===== config.mk =====
export PLATFORM = sky130hd
export DESIGN_NAME = ex_muldiv_flat
export DESIGN_NICKNAME = d
export VERILOG_FILES = /design/src/rtl/ex_muldiv_pkg.sv /design/src/rtl/ex_muldiv_if.sv /design/src/rtl/ex_muldiv_divcore.sv /design/src/rtl/ex_muldiv.sv /design/src/flat_wrapper.sv
export SDC_FILE = /design/constraint.sdc
export NUM_CORES = 2
export LEC_CHECK = 0
export CELL_PAD_IN_SITES_DETAIL_PLACEMENT = 1
export CELL_PAD_IN_SITES_GLOBAL_PLACEMENT = 1
export CORE_ASPECT_RATIO = 1.1
export CORE_MARGIN = 2
export CORE_UTILIZATION = 50
export DETAILED_ROUTE_END_ITERATION = 16
export PLACE_DENSITY = 0.94
export SETUP_SLACK_MARGIN = 0.05
export SLEW_MARGIN = 15
export SYNTH_ARGS = -nofsm -noshare
export SYNTH_HDL_FRONTEND = slang
export SYNTH_HIERARCHICAL = 1
export SYNTH_SLANG_ARGS = --single-unit

===== constraint.sdc =====
create_clock -name clk -period 14.5 [get_ports clk]
set_input_delay 2.9 -clock clk [delete_from_list [all_inputs] [get_ports clk]]
set_output_delay 2.9 -clock clk [all_outputs]
set_load 0.01 [all_outputs]

===== src/rtl/ex_muldiv_pkg.sv =====
// ex_muldiv shared constants: SPECIAL decode values,
// controller state encoding and divider iteration count.
package ex_muldiv_pkg;

    localparam logic [5:0] OP_SPECIAL = 6'h00;
    localparam logic [5:0] F_MTHI     = 6'h11;
    localparam logic [5:0] F_MTLO     = 6'h13;
    localparam logic [5:0] F_MULT     = 6'h18;
    localparam logic [5:0] F_MULTU    = 6'h19;
    localparam logic [5:0] F_DIV      = 6'h1A;
    localparam logic [5:0] F_DIVU     = 6'h1B;

    localparam int DIV_ITERS = 32;

    typedef enum logic [1:0] {
        IDLE,
        MUL,
        DIV,
        FIX
    } state_t;

endpackage


===== src/rtl/ex_muldiv_if.sv =====
// EX-stage operand bundle into the mul/div unit and
// the HI/LO/busy results back out.
interface ex_muldiv_if;

    logic [31:0] instrE;
    logic [31:0] rd1E;
    logic [31:0] rd2E;
    logic [31:0] hi;
    logic [31:0] lo;
    logic        busy;

    modport master (
        output instrE, rd1E, rd2E,
        input  hi, lo, busy
    );

    modport slave (
        input  instrE, rd1E, rd2E,
        output hi, lo, busy
    );

endinterface


===== src/rtl/ex_muldiv_divcore.sv =====
// Restoring unsigned divider: one quotient bit per step,
// operands are magnitudes; sign handling lives in the controller.
module muldiv_divcore (
    input  logic        clk,
    input  logic        rst,
    input  logic        load,
    input  logic        step,
    input  logic [31:0] dividend,
    input  logic [31:0] divisor,
    output logic [31:0] quotient,
    output logic [31:0] remainder
);

    logic [31:0] rem;
    logic [31:0] quo;
    logic [31:0] dsr;
    logic [32:0] shifted;
    logic [31:0] diff;
    logic        borrow;
    logic        ge;

    // 33-bit partial remainder vs divisor; bit 32 set means it always fits
    assign shifted        = {rem, quo[31]};
    assign {borrow, diff} = {1'b0, shifted[31:0]} - {1'b0, dsr};
    assign ge             = shifted[32] | ~borrow;

    always_ff @(posedge clk or posedge rst) begin
        if (rst) begin
            rem <= '0;
            quo <= '0;
            dsr <= '0;
        end else if (load) begin
            rem <= '0;
            quo <= dividend;
            dsr <= divisor;
        end else if (step) begin
            rem <= ge ? diff : shifted[31:0];
            quo <= {quo[30:0], ge};
        end
    end

    assign quotient  = quo;
    assign remainder = rem;

endmodule


===== src/rtl/ex_muldiv.sv =====
// EX-stage multiply/divide controller owning HI/LO.
// Multiply is captured at accept and released after MULT_CYCLES.
module ex_muldiv
    import ex_muldiv_pkg::*;
#(
    parameter int MULT_CYCLES = 5
) (
    input  logic        clk,
    input  logic        rst,
    ex_muldiv_if.slave  bus
);

    localparam logic [4:0] MUL_LOAD = 5'(MULT_CYCLES - 1);
    localparam logic [4:0] DIV_LOAD = 5'(DIV_ITERS - 1);

    state_t      state, state_n;
    logic [4:0]  cnt, cnt_n;
    logic [63:0] prod, prod_n;
    logic [31:0] hi_q, lo_q, a_raw;
    logic        a_neg, q_neg, dz;

    logic [31:0] a, b;
    logic [5:0]  funct;
    logic        special;
    logic        is_mthi, is_mtlo, is_mul, is_div;
    logic        mul_signed, div_signed;
    logic [31:0] a_mag, b_mag;
    logic [31:0] quo, rem;
    logic        unused_instr;

    logic acc_mthi, acc_mtlo, acc_mul, acc_div;
    logic step, mul_done, div_done;

    assign a       = bus.rd1E;
    assign b       = bus.rd2E;
    assign funct   = bus.instrE[5:0];
    assign special = bus.instrE[31:26] == OP_SPECIAL;
    assign unused_instr = ^bus.instrE[25:6];

    assign is_mthi = special && funct == F_MTHI;
    assign is_mtlo = special && funct == F_MTLO;
    assign is_mul  = special && (funct == F_MULT || funct == F_MULTU);
    assign is_div  = special && (funct == F_DIV || funct == F_DIVU);

    assign mul_signed = funct == F_MULT;
    assign div_signed = funct == F_DIV;

    assign prod_n = {{32{mul_signed & a[31]}}, a}
                  * {{32{mul_signed & b[31]}}, b};

    assign a_mag = (div_signed && a[31]) ? -a : a;
    assign b_mag = (div_signed && b[31]) ? -b : b;

    always_comb begin
        state_n  = state;
        cnt_n    = cnt;
        acc_mthi = 1'b0;
        acc_mtlo = 1'b0;
        acc_mul  = 1'b0;
        acc_div  = 1'b0;
        step     = 1'b0;
        mul_done = 1'b0;
        div_done = 1'b0;
        unique case (state)
            IDLE: begin
                unique case (1'b1)
                    is_mthi: acc_mthi = 1'b1;
                    is_mtlo: acc_mtlo = 1'b1;
                    is_mul: begin
                        acc_mul = 1'b1;
                        state_n = MUL;
                        cnt_n   = MUL_LOAD;
                    end
                    is_div: begin
                        acc_div = 1'b1;
                        state_n = DIV;
                        cnt_n   = DIV_LOAD;
                    end
                    default: ;
                endcase
            end
            MUL: begin
                if (cnt == '0) begin
                    mul_done = 1'b1;
                    state_n  = IDLE;
                end else begin
                    cnt_n = cnt - 5'd1;
                end
            end
            DIV: begin
                step = 1'b1;
                if (cnt == '0) state_n = FIX;
                else           cnt_n   = cnt - 5'd1;
            end
            FIX: begin
                div_done = 1'b1;
                state_n  = IDLE;
            end
            default: state_n = IDLE;
        endcase
    end

    always_ff @(posedge clk or posedge rst) begin
        if (rst) begin
            state <= IDLE;
            cnt   <= '0;
            prod  <= '0;
            hi_q  <= '0;
            lo_q  <= '0;
            a_raw <= '0;
            a_neg <= 1'b0;
            q_neg <= 1'b0;
            dz    <= 1'b0;
        end else begin
            state <= state_n;
            cnt   <= cnt_n;
            if (acc_mul) prod <= prod_n;
            if (acc_div) begin
                a_raw <= a;
                a_neg <= div_signed & a[31];
                q_neg <= div_signed & (a[31] ^ b[31]);
                dz    <= b == '0;
            end
            if (acc_mthi) hi_q <= a;
            if (acc_mtlo) lo_q <= a;
            if (mul_done) {hi_q, lo_q} <= prod;
            if (div_done) begin
                if (dz) begin
                    hi_q <= a_raw;
                    lo_q <= '1;
                end else begin
                    hi_q <= a_neg ? -rem : rem;
                    lo_q <= q_neg ? -quo : quo;
                end
            end
        end
    end

    muldiv_divcore u_divcore (
        .clk       (clk),
        .rst       (rst),
        .load      (acc_div),
        .step      (step),
        .dividend  (a_mag),
        .divisor   (b_mag),
        .quotient  (quo),
        .remainder (rem)
    );

    assign bus.hi   = hi_q;
    assign bus.lo   = lo_q;
    assign bus.busy = state != IDLE;

endmodule


===== src/flat_wrapper.sv =====
// flat-port wrapper written by rule: the top's interface ports become plain ports
module ex_muldiv_flat import ex_muldiv_pkg::*;
#(
    parameter int MULT_CYCLES = 5
)
  (clk, rst, bus_instrE, bus_rd1E, bus_rd2E, bus_hi, bus_lo, bus_busy);
  ex_muldiv_if bus_i ();
  input  logic clk;
  input  logic rst;
  input wire logic [$bits(bus_i.instrE)-1:0] bus_instrE;
  input wire logic [$bits(bus_i.rd1E)-1:0] bus_rd1E;
  input wire logic [$bits(bus_i.rd2E)-1:0] bus_rd2E;
  output wire logic [$bits(bus_i.hi)-1:0] bus_hi;
  output wire logic [$bits(bus_i.lo)-1:0] bus_lo;
  output wire logic [$bits(bus_i.busy)-1:0] bus_busy;
  assign bus_i.instrE = bus_instrE;
  assign bus_i.rd1E = bus_rd1E;
  assign bus_i.rd2E = bus_rd2E;
  assign bus_hi = bus_i.hi;
  assign bus_lo = bus_i.lo;
  assign bus_busy = bus_i.busy;
  ex_muldiv #(.MULT_CYCLES(MULT_CYCLES)) u_core (.clk(clk), .rst(rst), .bus(bus_i));
endmodule

==> summary.md <==
| Metric | Value |
|---|---|
| Status | finished, final reports clean |
| RSZ-0062 raised after global routing | false |
| Iteration-0 DRC Markers | 4668 |
| Row count | 126 |
| Num CTS Buffers | 27 |
| Average size of a mapped cell | 8.86 sq um |
| GR Util met3 | 0.0850 |
| Max Cap Viol | 0 |
| CTS tree | built |
| WP data required | between 10000 and 15000 ps |
| Post-CTS setup buffer count | 0 |
| Die extent in x | 318 microns |
| Setup CP Type | input port to register |
| Seq cells post-synth | 266 |
| Setup TNS | 0 ps |
| CTS max path bufs | 3 |
| Final wirelength | 213000 microns |
| Max Slew Vio Count | 0 |
| CP Capture Type | register |
| Worst skew pair latency | between 500 and 600 ps |
| Die Height | 349 microns |
| DRC | 0 |
| Area Overhead vs Synth | 5.74% |
| GPL Wtd Cong | 0.974 |
| First-pass GRT wire length | 325000 microns |
| Setup Skew | 17.0 ps |
| Sink Count | 266 |
| Nets | 7471 |
| Critical Path Start Type | input port |
| EDFF count, synth | 0 |
| Vias in the first global route | 54900 |
| Port Buffers | 142 |
| HP Class | register to register |
| Core Box Area | 107000 sq um |
| Die area | 111000 sq um |
| Post-CTS sizing | 0 |
| Fin crit share | 0.939 |
| Share of cells above drive strength 1 | 0.0414 |
| I/O pin count | between 150 and 200 |
| 1st-pass router iterations | 12 |
| Crit path max fanout | 19 |
| # setup viols final | 0 |
| Initial Util | 0.505 |
| Cells after synthesis | 6118 |
| Synth cell types | 87 |
| Syn nets | 7598 |
| Total track usage | 0.387 |
| Largest stage delay on the critical path | 1320 ps |
| Grt met1 use | 0.420 |
| Fin. Hold Viols | 0 |
| Number of fill cells | 12400 |
| WP data arrival | 14020 ps |
| Worst path slowest cell | fa_1 |
| Synthesized area | between 50000 and 60000 sq um |
| GR Util met2 | 0.647 |
| Initial antenna violation count | 5 |
| Largest net degree at the start of global routing | 97 |
| H-tree depth | 1 |
| Clock Pin Slew Worst Setup and Hold Paths | ~60 ps |
| Root Driver | clkbuf_16 |
| Max Fclk | 0.0734 GHz |
| Total overflow reported by the global router | 0 |
| Antenna Nets Post-Route | 0 |
| Synth warnings | 6 |
| Seq/Total Area, Yosys | 0.123 |
| Hpwl dp | 163000 microns |
| Async SR Flop Fraction | 1.00 |
| Worst-Margin Slew | 1140 ps |
| Via density | 6.32 |
| Wirelength per Cell | 28.7 microns |
| Main synth FF type | dfrtp_1 |
| Tmin final | 13620 ps |
| # hold bufs at CTS | 0 |
| Slew margin rel. | 0.239 |
| CP most frequent cell | fa_1 |
| Gr busiest metal | met2 |
| Routed via count | 46900 |
==> worst max-delay path, delay by kind of cell <==
family                     cells  cell delay (ps)
buffers and inverters          8             2270
AOI/OAI and AO/OA              3             1170
adders and majority gates      9             5430
and+or+nand+nor               10             1930
xor gates and xnor gates       1              280
==> synthesized netlist by cell type (all sizes together) (16+ instances only) <==
cell type / n / area, sq um
nor2: 143 / 554
xnor2: 116 / 1020
a21o: 56 / 420
o21ai: 266 / 1340
buf: 77 / 339
inv: 1204 / 4520
mux2: 39 / 439
ha: 256 / 3200
xor2: 103 / 902
or4: 19 / 154
nor4: 17 / 119
dfrtp: 266 / 6660
o41ai: 16 / 155
nand4: 18 / 113
and2: 299 / 1870
nand2: 1143 / 4290
nand3: 35 / 175
and3: 30 / 188
a211oi: 30 / 243
a221oi: 32 / 280
nor3: 31 / 155
o21a: 18 / 135
clkbuf: 311 / 1170
fa: 1126 / 22500
mux2i: 56 / 561
o31ai: 38 / 290
a21oi: 196 / 985
==> stage by stage <==
| step | area (sq um) | hold slack (ps) | instances | worst slack [ps] | utilization |
|---|---|---|---|---|---|
| floorplan | 54200 | 448 | 6118 | 3570 | - |
| global placement | 56500 | 456 | 7370 | 1650 | 0.526 |
| detailed placement | 56500 | 469 | 7370 | 799 | 0.526 |
| CTS | 57300 | 483 | 7419 | 1370 | 0.534 |
| global route | 57300 | 493 | 7419 | 704 | 0.534 |
| finish | 57300 | 478 | 7424 | 880 | 0.534 |
==> sequential cells by signal (all words and copies together), names as in the netlist, 5 cells and up <==
signal	count
u_core/prod	64
u_core/u_divcore/remainder	32
u_core/u_divcore/dsr	32
u_core/u_divcore/quotient	32
u_core/bus.hi	32
u_core/a_raw	32
u_core/cnt	5
u_core/bus.lo	32
==> final timing paths <==
check	startpoint	endpoint	slack (ps)	depth (start not counted)
worst max register to register	u_core/u_divcore/quotient[31]	u_core/u_divcore/remainder[9]	10200	13
max in group asynchronous	rst	u_core/prod[16]	10270	3
worst min-delay path	u_core/bus.lo[24]	u_core/bus.lo[24]	480	1
worst min register to register	u_core/bus.lo[24]	u_core/bus.lo[24]	480	1
worst max-delay path	bus_instrE[2]	u_core/prod[63]	880	31
min in group asynchronous	rst	u_core/u_divcore/remainder[28]	2770	2
==> kinds of logic after synthesis <==
family / share of synthesized area
compound gates: 0.0866
xor+xnor: 0.0354
fa+ha+maj: 0.475
buf+inv: 0.111
flops: 0.123
mux: 0.0184
simple gates: 0.150
==> layer usage <==
layer	vias to the layer above	wire length [microns]
li1	18300	-
met1	23800	68900
met2	3372	101000
met3	1429	20600
met4	6	22000
met5	-	35
==> layout by cell type (no fill, tap or decap), drive strengths merged, types with 12 or more instances in the layout <==
master         synthesis  layout
nand2b                14      14
inv                 1204    1205
fa                  1126    1126
ha                   256     256
clkbuf               311      40
dfrtp                266     266
nor4                  17      17
o211ai                14      14
and3                  30      30
a221oi                32      32
xor2                 103     103
a211oi                30      30
clkdlybuf4s50          0     113
or4                   19      19
nand2               1143    1143
or3                   12      12
nor2                 143     143
a21oi                196     196
buf                   77     119
nand3                 35      35
nand4                 18      18
and2                 299     299
a31oi                 13      13
mux2                  39      39
nor3                  31      31
a21o                  56      56
o21a                  18      18
o21ai                266     266
xnor2                116     116
o31ai                 38      38
nor2b                 13      13
mux2i                 56      56
o41ai                 16      16
==> layout make-up <==
| type | count | area [sq um] | area share |
|---|---|---|---|
| Sequential cell | 266 | 6660 | 0.116 |
| Tap cell | 1408 | 1760 | 0.0307 |
| Multi-Input combinational cell | 4258 | 41500 | 0.725 |
| Clock buffer | 40 | 795 | 0.0139 |
| Inverter | 1206 | 4540 | 0.0792 |
| Antenna cell | 5 | 12.5 | 0.000218 |
| Timing Repair Buffer | 232 | 1950 | 0.0341 |
| Clock inverter | 9 | 51.3 | 0.000895 |
Power is not shown: default switching activity piles up to over one toggle a cycle in this logic, so the estimate is an artifact.
